### src/rtl/chunked_adder.sv
// rtl/chunked_adder.sv - multi-cycle chunked adder/subtractor with valid/ready handshakes
//
// Adds two WIDTH-bit operands CHUNK bits per clock, least significant chunk
// first. The carry between chunks is held in a register, so the result is
// bit-exact to a full WIDTH-bit ripple add. Subtraction is a + ~b + 1.
// Operands are latched on the input handshake. The result is held until the
// output handshake.
//
// Ports:
//   clk        rising-edge clock
//   rst        asynchronous active-high reset
//   in_valid   operands a/b/cin/sub present
//   in_ready   block accepts operands (IDLE only, forced low during rst)
//   a, b       WIDTH-bit operands
//   cin        carry-in, add mode only
//   sub        0: a+b+cin, 1: a-b
//   out_valid  sum/cout/ovf valid
//   out_ready  consumer takes the result
//   sum        WIDTH-bit result modulo 2^WIDTH
//   cout       carry out of MSB (sub mode: 1 = no borrow)
//   ovf        signed overflow

module chunked_adder #(
  parameter int WIDTH = 16,
  parameter int CHUNK = 4
) (
  input  logic             clk,
  input  logic             rst,
  input  logic             in_valid,
  output logic             in_ready,
  input  logic [WIDTH-1:0] a,
  input  logic [WIDTH-1:0] b,
  input  logic             cin,
  input  logic             sub,
  output logic             out_valid,
  input  logic             out_ready,
  output logic [WIDTH-1:0] sum,
  output logic             cout,
  output logic             ovf
);

  localparam int NCH   = WIDTH / CHUNK;
  localparam int IDX_W = (NCH > 1) ? $clog2(NCH) : 1;
  localparam logic [IDX_W-1:0] LAST_IDX = IDX_W'(NCH - 1);

  typedef enum logic [1:0] {
    IDLE = 2'd0,
    RUN  = 2'd1,
    DONE = 2'd2
  } state_t;

  state_t state;
  state_t state_nxt;

  // Operand shift registers. The chunk being processed is always in the low
  // CHUNK bits, so no variable part-select is needed.
  logic [WIDTH-1:0] a_sh;
  logic [WIDTH-1:0] b_sh;
  logic             carry;
  logic [IDX_W-1:0] idx;

  logic             accept;
  logic             last_chunk;
  logic [CHUNK:0]   chunk_full;
  logic [CHUNK-1:0] chunk_sum;
  logic             chunk_cout;
  logic             chunk_ovf;
  logic [WIDTH-1:0] sum_shifted;

  assign in_ready   = (state == IDLE) && !rst;
  assign out_valid  = (state == DONE);
  assign accept     = in_valid && in_ready;
  assign last_chunk = (idx == LAST_IDX);

  assign chunk_full = {1'b0, a_sh[CHUNK-1:0]}
                    + {1'b0, b_sh[CHUNK-1:0]}
                    + {{CHUNK{1'b0}}, carry};
  assign chunk_sum  = chunk_full[CHUNK-1:0];
  assign chunk_cout = chunk_full[CHUNK];

  // On the last chunk the low bits of a_sh/b_sh carry the operand MSBs.
  // Equal operand signs that differ from the result sign are the same
  // condition as carry-into-MSB xor carry-out-of-MSB.
  assign chunk_ovf  = (a_sh[CHUNK-1] == b_sh[CHUNK-1]) &&
                      (chunk_sum[CHUNK-1] != a_sh[CHUNK-1]);

  // The result fills from the top. After NCH shifts, chunk 0 is at the bottom.
  assign sum_shifted = (sum >> CHUNK) | (WIDTH'(chunk_sum) << (WIDTH - CHUNK));

  always_ff @(posedge clk or posedge rst) begin
    if (rst) begin
      state <= IDLE;
    end else begin
      state <= state_nxt;
    end
  end

  always_comb begin
    state_nxt = state;
    case (state)
      IDLE:    if (accept)     state_nxt = RUN;
      RUN:     if (last_chunk) state_nxt = DONE;
      DONE:    if (out_ready)  state_nxt = IDLE;
      default:                 state_nxt = IDLE;
    endcase
  end

  always_ff @(posedge clk or posedge rst) begin
    if (rst) begin
      a_sh  <= '0;
      b_sh  <= '0;
      carry <= 1'b0;
      idx   <= '0;
      sum   <= '0;
      cout  <= 1'b0;
      ovf   <= 1'b0;
    end else begin
      case (state)
        IDLE: begin
          if (accept) begin
            a_sh  <= a;
            b_sh  <= sub ? ~b : b;
            carry <= sub ? 1'b1 : cin;
            idx   <= '0;
          end
        end
        RUN: begin
          sum   <= sum_shifted;
          carry <= chunk_cout;
          a_sh  <= a_sh >> CHUNK;
          b_sh  <= b_sh >> CHUNK;
          idx   <= idx + 1'b1;
          if (last_chunk) begin
            cout <= chunk_cout;
            ovf  <= chunk_ovf;
          end
        end
        default: ;
      endcase
    end
  end

endmodule

### config.mk
export PLATFORM = sky130hd
export DESIGN_NAME = chunked_adder
export DESIGN_NICKNAME = d
export VERILOG_FILES = /design/src/rtl/chunked_adder.sv
export SDC_FILE = /design/constraint.sdc
export NUM_CORES = 1
export LEC_CHECK = 0
export BUFFER_PORTS_ARGS = -buffer_cell sky130_fd_sc_hd__buf_2
export CAP_MARGIN = 30
export CORE_MARGIN = 3
export CORE_UTILIZATION = 48
export CTS_CLUSTER_SIZE = 24
export DETAILED_ROUTE_END_ITERATION = 8
export PLACE_DENSITY = 0.77
export SLEW_MARGIN = 20
export SYNTH_ARGS = -nofsm -noshare
export SYNTH_HDL_FRONTEND = slang
export SYNTH_SLANG_ARGS = --single-unit
export TNS_END_PERCENT = 50
### constraint.sdc
create_clock -name clk -period 1.7 [get_ports clk]
set_clock_uncertainty 0.2 [all_clocks]
set_input_delay 0.085 -clock clk [delete_from_list [all_inputs] [get_ports clk]]
set_output_delay 0.085 -clock clk [all_outputs]
set_load 0.005 [all_outputs]
* Word level (Yosys, flattened, before mapping) *
Index checks and enable logic that the tools add are counted.

word-level totals
  register bits = 55
  logic and storage cells = 44
  output and inout port bits = 20
  bits of input ports = 38

cells by class
  muxes and demuxes = 14
  reduce and logical (&&, ||, !) cells = 9
  add/sub/neg operators = 3
  eq/ne operators = 8
  bitwise gates (word level) = 2

operators by type and width
  kind                                                   number
  one-hot mux 16 bit (2 select lines)                    2
  2-to-1 mux 16 bit                                      3
  inverter 16 bit                                        1
  bitwise OR 12 x 16 -> 16 bit                           1
  2-to-1 mux 2 bit                                       4
  one-hot mux 2 bit (3 select lines)                     1
  adder 4 x 4 -> 5 bit                                   1
  adder 5 x 1 -> 5 bit                                   1
  equality test 2 bit, second input constant             2
  inequality test 2 bit, second input constant           2
  one-hot mux 2 bit (2 select lines)                     1
  AND reduction 2 bit                                    2
  logical AND 1 bit                                      3
  AND reduction 3 bit                                    1
  adder 2 x 1 -> 2 bit, second input constant            1
  equality test 2 x 1 -> 1 bit, second input constant    1
  zero test 2 bit                                        1
  2-to-1 mux 1 bit                                       2
  inequality test 2 x 1 -> 1 bit, second input constant  1
  one-hot mux 1 bit (2 select lines)                     1
  nonzero test 2 bit                                     1
  equality test 1 bit                                    1
  zero test 1 bit                                        1
  inequality test 1 bit                                  1

* Depth between registers and ports, before layout *
Gate-level depths: netlist of run 1.

  depth in word-level cells = 5
  gate-level depth with buffers = 7
  depth with buffers taken out = 7

* Worst setup path before layout of run 1 *
No wires, ideal clock.

  kind = reg2reg
  from = register a_sh[0]
  to = register carry
  buffers on the path = 0
  arrival = 1526 ps
  setup time = 142 ps
  setup slack = -168 ps
  clock period less this slack = 1868 ps
  stages on the path, launching flop included = 8
  data required time = 1358 ps
  cell sequence = dfrtp_1 -> fa_1 -> inv_1 -> fa_1 -> inv_1 -> a21o_1 -> a21oi_1 -> o221ai_1

between the ends
  word-level cells in the longest chain between the ends = 3

RTL lines
  element                             line  source
  from (decl)                         57    logic [WIDTH-1:0] a_sh;
  from (signal assigned)              130   a_sh <= a_sh >> CHUNK;
  adder 4 x 4 -> 5 bit                76    + {1'b0, b_sh[CHUNK-1:0]}
  adder 5 x 1 -> 5 bit                77    + {{CHUNK{1'b0}}, carry};
  one-hot mux 1 bit (2 select lines)  118   case (state)
  to (signal assigned)                123   carry <= sub ? 1'b1 : cin;
  to (signal assigned)                129   carry <= chunk_cout;
  to (decl)                           59    logic carry;

No other way between the ends.
A chain may end at the register's enable or synchronous reset.

* Final worst setup path of run 1 *
  from = register carry
  to = register cout

between the ends
  word-level cells in the longest chain between the ends = 1

RTL lines
  element               line  source
  adder 5 x 1 -> 5 bit  77
  to (signal assigned)  134   cout <= chunk_cout;
  to (decl)             38    output logic cout,

No other way between the ends.

==> results of run 1 <==
power by group:
group          internal, mW  leakage (nW)  switching [mW]
sequential             1.90         0.689           0.418
clock                 0.432        0.0513           0.405
combinational          1.58          1.07            1.68
cells in the mapped netlist:
master    instances
nand2_2           1
or4b_4            1
nor2_1           34
buf_6             3
nor3_1            1
o22ai_2           5
ha_1              4
and2_2            1
o31ai_1           1
dfrtp_1          55
nor2b_1           2
nand2b_1          3
o221ai_1          1
mux2i_1           1
o21ai_0           5
buf_2             6
nand2_1          57
o221ai_2          1
nand3_1           9
o21ai_1           4
buf_4             1
o22ai_1           7
inv_1             6
fa_1              2
clkbuf_1          4
xnor2_1          16
xor2_1            3
a221o_1          11
buf_1             2
a21oi_1           4
a21o_1            2
per-layer routing:
| metal | routed length [um] | up-vias |
|---|---|---|
| met4 | 175 | 0 |
| met2 | 3370 | 91 |
| met3 | 405 | 18 |
| li1 | - | 1066 |
| met5 | 0 | - |
| met1 | 2750 | 1062 |
repair_timing:
| action | 4_1_cts | 5_1_grt |
|---|---|---|
| hold buffers | 35 | 0 |
| endpoints found under the setup margin | 19 | 28 |
| resized for setup | 10 | 38 |
| cloned | 0 | 3 |
| pin swaps | 7 | 25 |
| hold endpoints to repair | 89 | 0 |
| buffers inserted | 1 | 8 |
how the worst min path moves through the flow:
stage / slack (ps) / end
after floorplan: -10 / a_sh[12]
after global placement: -10 / a_sh[14]
after detailed placement: -10 / a_sh[14]
after CTS: 70 / a_sh[13]
after global routing: 80 / a_sh[12]
final: 80 / a_sh[13]
flip-flops by register name (all words and copies together) (netlist names):
register	count
sum	16
a_sh	16
cout	1
idx	2
state	2
b_sh	16
carry	1
ovf	1
worst reg2reg max path: cells and delay by family, from the launching register on:
| family | cells | cell delay, ps |
|---|---|---|
| flops | 1 | 420 |
| buf+inv | 2 | 110 |
| compound gates | 3 | 450 |
| fa+ha+maj | 2 | 600 |
layout make-up:
type                    instances  area [um^2]
multi-input cells             176         1220
repair buffers                118          943
well taps                      67         83.8
clock inverters                 1         30.0
flip-flops and latches         55         1380
inverters                       6         22.5
fillers                       319         1160
clock buffers                   6         72.6
through the flow:
| step | worst slack (ps) | std cells |
|---|---|---|
| 6_report | -216 | 429 |
| 5_1_grt | -275 | 429 |
| 4_1_cts | -172 | 420 |
| 3_5_place_dp | -190 | 378 |
| 3_3_place_gp | -108 | 378 |
| 2_1_floorplan | -89.8 | 253 |
logic make-up after synthesis:
| group | synth area share, % |
|---|---|
| AND/OR/NAND/NOR | 17.8 |
| flip-flops | 54.2 |
| AO/OA/AOI/OAI | 12.9 |
| buffers and inverters | 4.59 |
| XOR/XNOR | 6.56 |
| adder cells (fa/ha/maj) | 3.55 |
| multiplexers | 0.394 |
==> results.toml, run 1 <==
[floorplan]
design.portCount = 58
core_area_mm2 = 0.00491
fp.dieH_um = 78.7
start_util_pct = 51.7
num_rows = 25
die_area_mm2 = 0.00619
die_x_um = 78.7

[sta]
setup_viol = 41
rsz0062_at_grt = "true"
fmax_mhz = 522
final.setup.tns_ps = -3000
worst_slack_ps = -216
hold_violations = 0
slew_headroom_pct = 70.8
finalCriticalPeriod_ps = 1920
slew_violations = 0
hold_ws_ps = 76.3
worst_pin_slew_ps = 438
finalCritPeriodShare_pct = 113

[cts]
clockBufferDepth = 2
cts_max_level = 2
cts_tree = "done"
ctsRootBufferMaster = "clkbuf_8"
cts_made_buffers = 5
cts_sinks = 55
worstSkewPairLatency_ps = 310
path_clk_slew_ps = 90

[synth]
synth_top_area_share_pct = 54.2
yosysSeqAreaShare_pct = 54.2
synth_area_mm2 = 0.00254
yosysWarningCount = 0
syn_inst = 253
synth_top_cells_by_area = "dfrtp_1 54%, nand2_1 8.4%, xnor2_1 5.5%"
syn_nets = 297
yosysUniqueCellTypes = 31
syn_area_per_cell_um2 = 10.0
synth_top_area_cell = "dfrtp_1"
ys_ff_latch = 55

[critical_path]
worst-path-max-fanout = 2
cp.required_ps = 1680
reg2reg_from = "carry"
cp.depth = 7
crit_top_cell = "fa_2"
max_stage_delay_ps = 420
ff2ff_setup_slack_ps = -220
critPathKind = "reg2reg"
crit_path_start = "carry"
cp_cell_sequence = "fa_2 -> inv_2 -> fa_2 -> inv_1 -> a21o_1 -> a21oi_2 -> o21ai_0"
cp_top_family = "adder cells"
critPathSlowestCell = "dfrtp_1"
cp_num_buf_inv = 2
crit_path_end = "cout"
r2r-end = "cout"
start_kind = "register"
cp-end-kind = "register"
cp.arrival_ps = 1890
r2r_cells = 7

[final_layout]
nNetsFinal = 406
final_cell_mix = "57 x nand2_1, 57 x buf_2, 55 x dfrtp_1"
fin_area_mm2 = 0.00375
fin_util_pct = 76.3
area_growth_pct = 47.7
n_antenna_cell = 0
drive_gt1_share_pct = 35.1

[global_route]
grt_pass1_wl_mm = 9.47
grt_pass1_vias = 2094
grt-busiest-layer = "met2"
gr-usage-all-layers_pct = 19.3
grt_overflow = 0
antenna_found_initial = 0
grtUsageMet2_pct = 31.6
grt_use_met3_pct = 4.20
grt_max_degree = 56
grtUsageMet1_pct = 24.9

[run_status]
status = "finished, violations left"
violations = "setup timing"

[power_and_ir_drop]
power_mw = 6.41
ir_drop_mv = 1.01
power_density_mw_per_mm2 = 1710
cellLeakagePower_nw = 1.81

[route]
wl_per_cell_um = 15.6
num_vias = 2237
drc = 0
drtIter0Drc = 159
viasPerCell = 5.21
routed_wl_mm = 6.69
drtAntennaViolNets = 0
drt_first_pass_iters = 4

[placement]
place_area_mm2 = 0.00299
gp_congestion = 0.866
port_buffers = 57
hpwl_mm = 3.55

[min_path]
hold_path_class = "in2reg"
hp-start = "in_valid"
hold_depth = 5

[job]
maxCapViolCount = 0
(Power assumes the default switching activity.)
==> run 2, diff against run 1 <==
Settings changed: PLACE_DENSITY 0.77 to 0.81.
==> results.toml, run 2 (same netlist as run 1, synthesis figures left out) <==
[final_layout]
largestRegisters = "a_sh x16, b_sh x16, sum x16"
n_antenna_cell = 0
area_growth_pct = 48.5
final_cell_mix = "57 x nand2_1, 57 x buf_2, 55 x dfrtp_1"
fin_area_mm2 = 0.00377
nNetsFinal = 407
drive_gt1_share_pct = 36.4

[sta]
hold_ws_ps = 124
worst_slack_ps = -178
setup_viol = 39
finalCriticalPeriod_ps = 1880
rsz0062_at_grt = "true"
final.setup.tns_ps = -3510
finalCritPeriodShare_pct = 110
slew_violations = 0
hold_violations = 0
worst_pin_slew_ps = 473
slew_headroom_pct = 68.5
fmax_mhz = 533

[power_and_ir_drop]
clkPwrFrac_pct = 12.8
ir_drop_mv = 1.02
p_sw_mw = 2.54
power_density_mw_per_mm2 = 1730
p_int_mw = 3.99
power_frac_comb_pct = 51.5
cellLeakagePower_nw = 1.83
pwr-share-seq_pct = 35.6
swShare_pct = 38.9

[floorplan]
die_area_mm2 = 0.00619
design.portCount = 58
die_x_um = 78.7
num_rows = 25
fp.dieH_um = 78.7
core_area_mm2 = 0.00491
start_util_pct = 51.7

[route]
drtAntennaViolNets = 0
wl_per_cell_um = 16.8
drt_first_pass_iters = 4
routed_wl_mm = 7.21
num_vias = 2288
viasPerCell = 5.32
drc = 0
drtIter0Drc = 110

[critical_path]
worst-path-max-fanout = 6
cp.arrival_ps = 1870
critPathKind = "reg2reg"
start_kind = "register"
cp.required_ps = 1690
reg2reg_from = "state[0]"
r2r_cells = 7
ff2ff_setup_slack_ps = -180
r2r-end = "b_sh[7]"
cp-end-kind = "register"

[global_route]
grt_overflow = 0
antenna_found_initial = 0
grt_pass1_wl_mm = 9.72
grt_max_degree = 56
gr-usage-all-layers_pct = 20.0
grt_pass1_vias = 2182

[placement]
place_area_mm2 = 0.00296
hpwl_mm = 3.54
gp_congestion = 0.827
port_buffers = 57
dp_slack_ps = -188

[cts]
cts_tree = "done"
worstSkewPairLatency_ps = 310
cts_sinks = 55
cts_max_level = 2
clockBufferDepth = 2
path_clk_slew_ps = 90
ctsRootBufferMaster = "clkbuf_8"
cts_made_buffers = 5

[min_path]
whs_endpoint = "b_sh[13]"
hold_path_class = "in2reg"
hold_depth = 3
hp-start = "sub"

[run_status]
violations = "setup timing"
status = "finished, violations left"

[job]
maxCapViolCount = 0
[run 2: power by group through the flow]
stage / clock, mW / combinational, mW / sequential [mW]
finish: 0.839 / 3.36 / 2.33
global route: 0.905 / 3.69 / 2.38
CTS: 0.852 / 2.74 / 2.27
detailed placement: 0 / 2.51 / 2.31
global placement: 0 / 2.43 / 2.28
floorplan: 0 / 1.77 / 2.24
[run 2: worst max-delay path by stage]
stage,start,to,depth (start not counted)
6_report,state[0],b_sh[7],7
2_1_floorplan,carry,carry,7
3_5_place_dp,carry,carry,7
5_1_grt,a_sh[0],carry,7
4_1_cts,a_sh[0],carry,7
3_3_place_gp,carry,carry,7
[run 2: area by class of cell]
cell class / count / area, um^2
clock buffer: 6 / 72.6
clock inverter: 1 / 30.0
fill: 309 / 1140
inverter: 6 / 22.5
multi-input combinational: 176 / 1210
sequential: 55 / 1380
tap: 67 / 83.8
timing repair buffer: 119 / 976
[run 2: repair_timing]
| action | CTS | global route |
|---|---|---|
| pin swaps | 6 | 16 |
| hold endpoints to repair | 89 | 0 |
| setup buffers | 4 | 7 |
| resized for setup | 12 | 35 |
| gates cloned | 0 | 3 |
| setup endpoints to repair | 26 | 29 |
| hold buffers | 35 | 0 |
[run 2: stage by stage]
| step | util (%) | power [mW] | cells |
|---|---|---|---|
| final | 76.7 | 6.53 | 430 |
| after global routing | 76.7 | 6.98 | 430 |
| after CTS | 70.8 | 5.87 | 420 |
| after detailed placement | 60.2 | 4.81 | 374 |
| after global placement | 60.2 | 4.71 | 374 |
| after floorplan | - | 4.01 | 253 |
[run 2: worst max-delay path: stages, from the launching register on]
cell and delay (ps):
dfrtp_1 420, buf_6 130, buf_6 120, nor3_4 160
and2_4 200, nor2_4 60, buf_6 150, a221o_1 320
[run 2: metal layers]
metal	share of wire, %	global-route usage [%]	up-vias
met3	6.0	5.10	16
li1	-	-	1064
met5	0	0	-
met4	2.7	6.99	0
met2	50	34.6	93
met1	41	24.2	1115
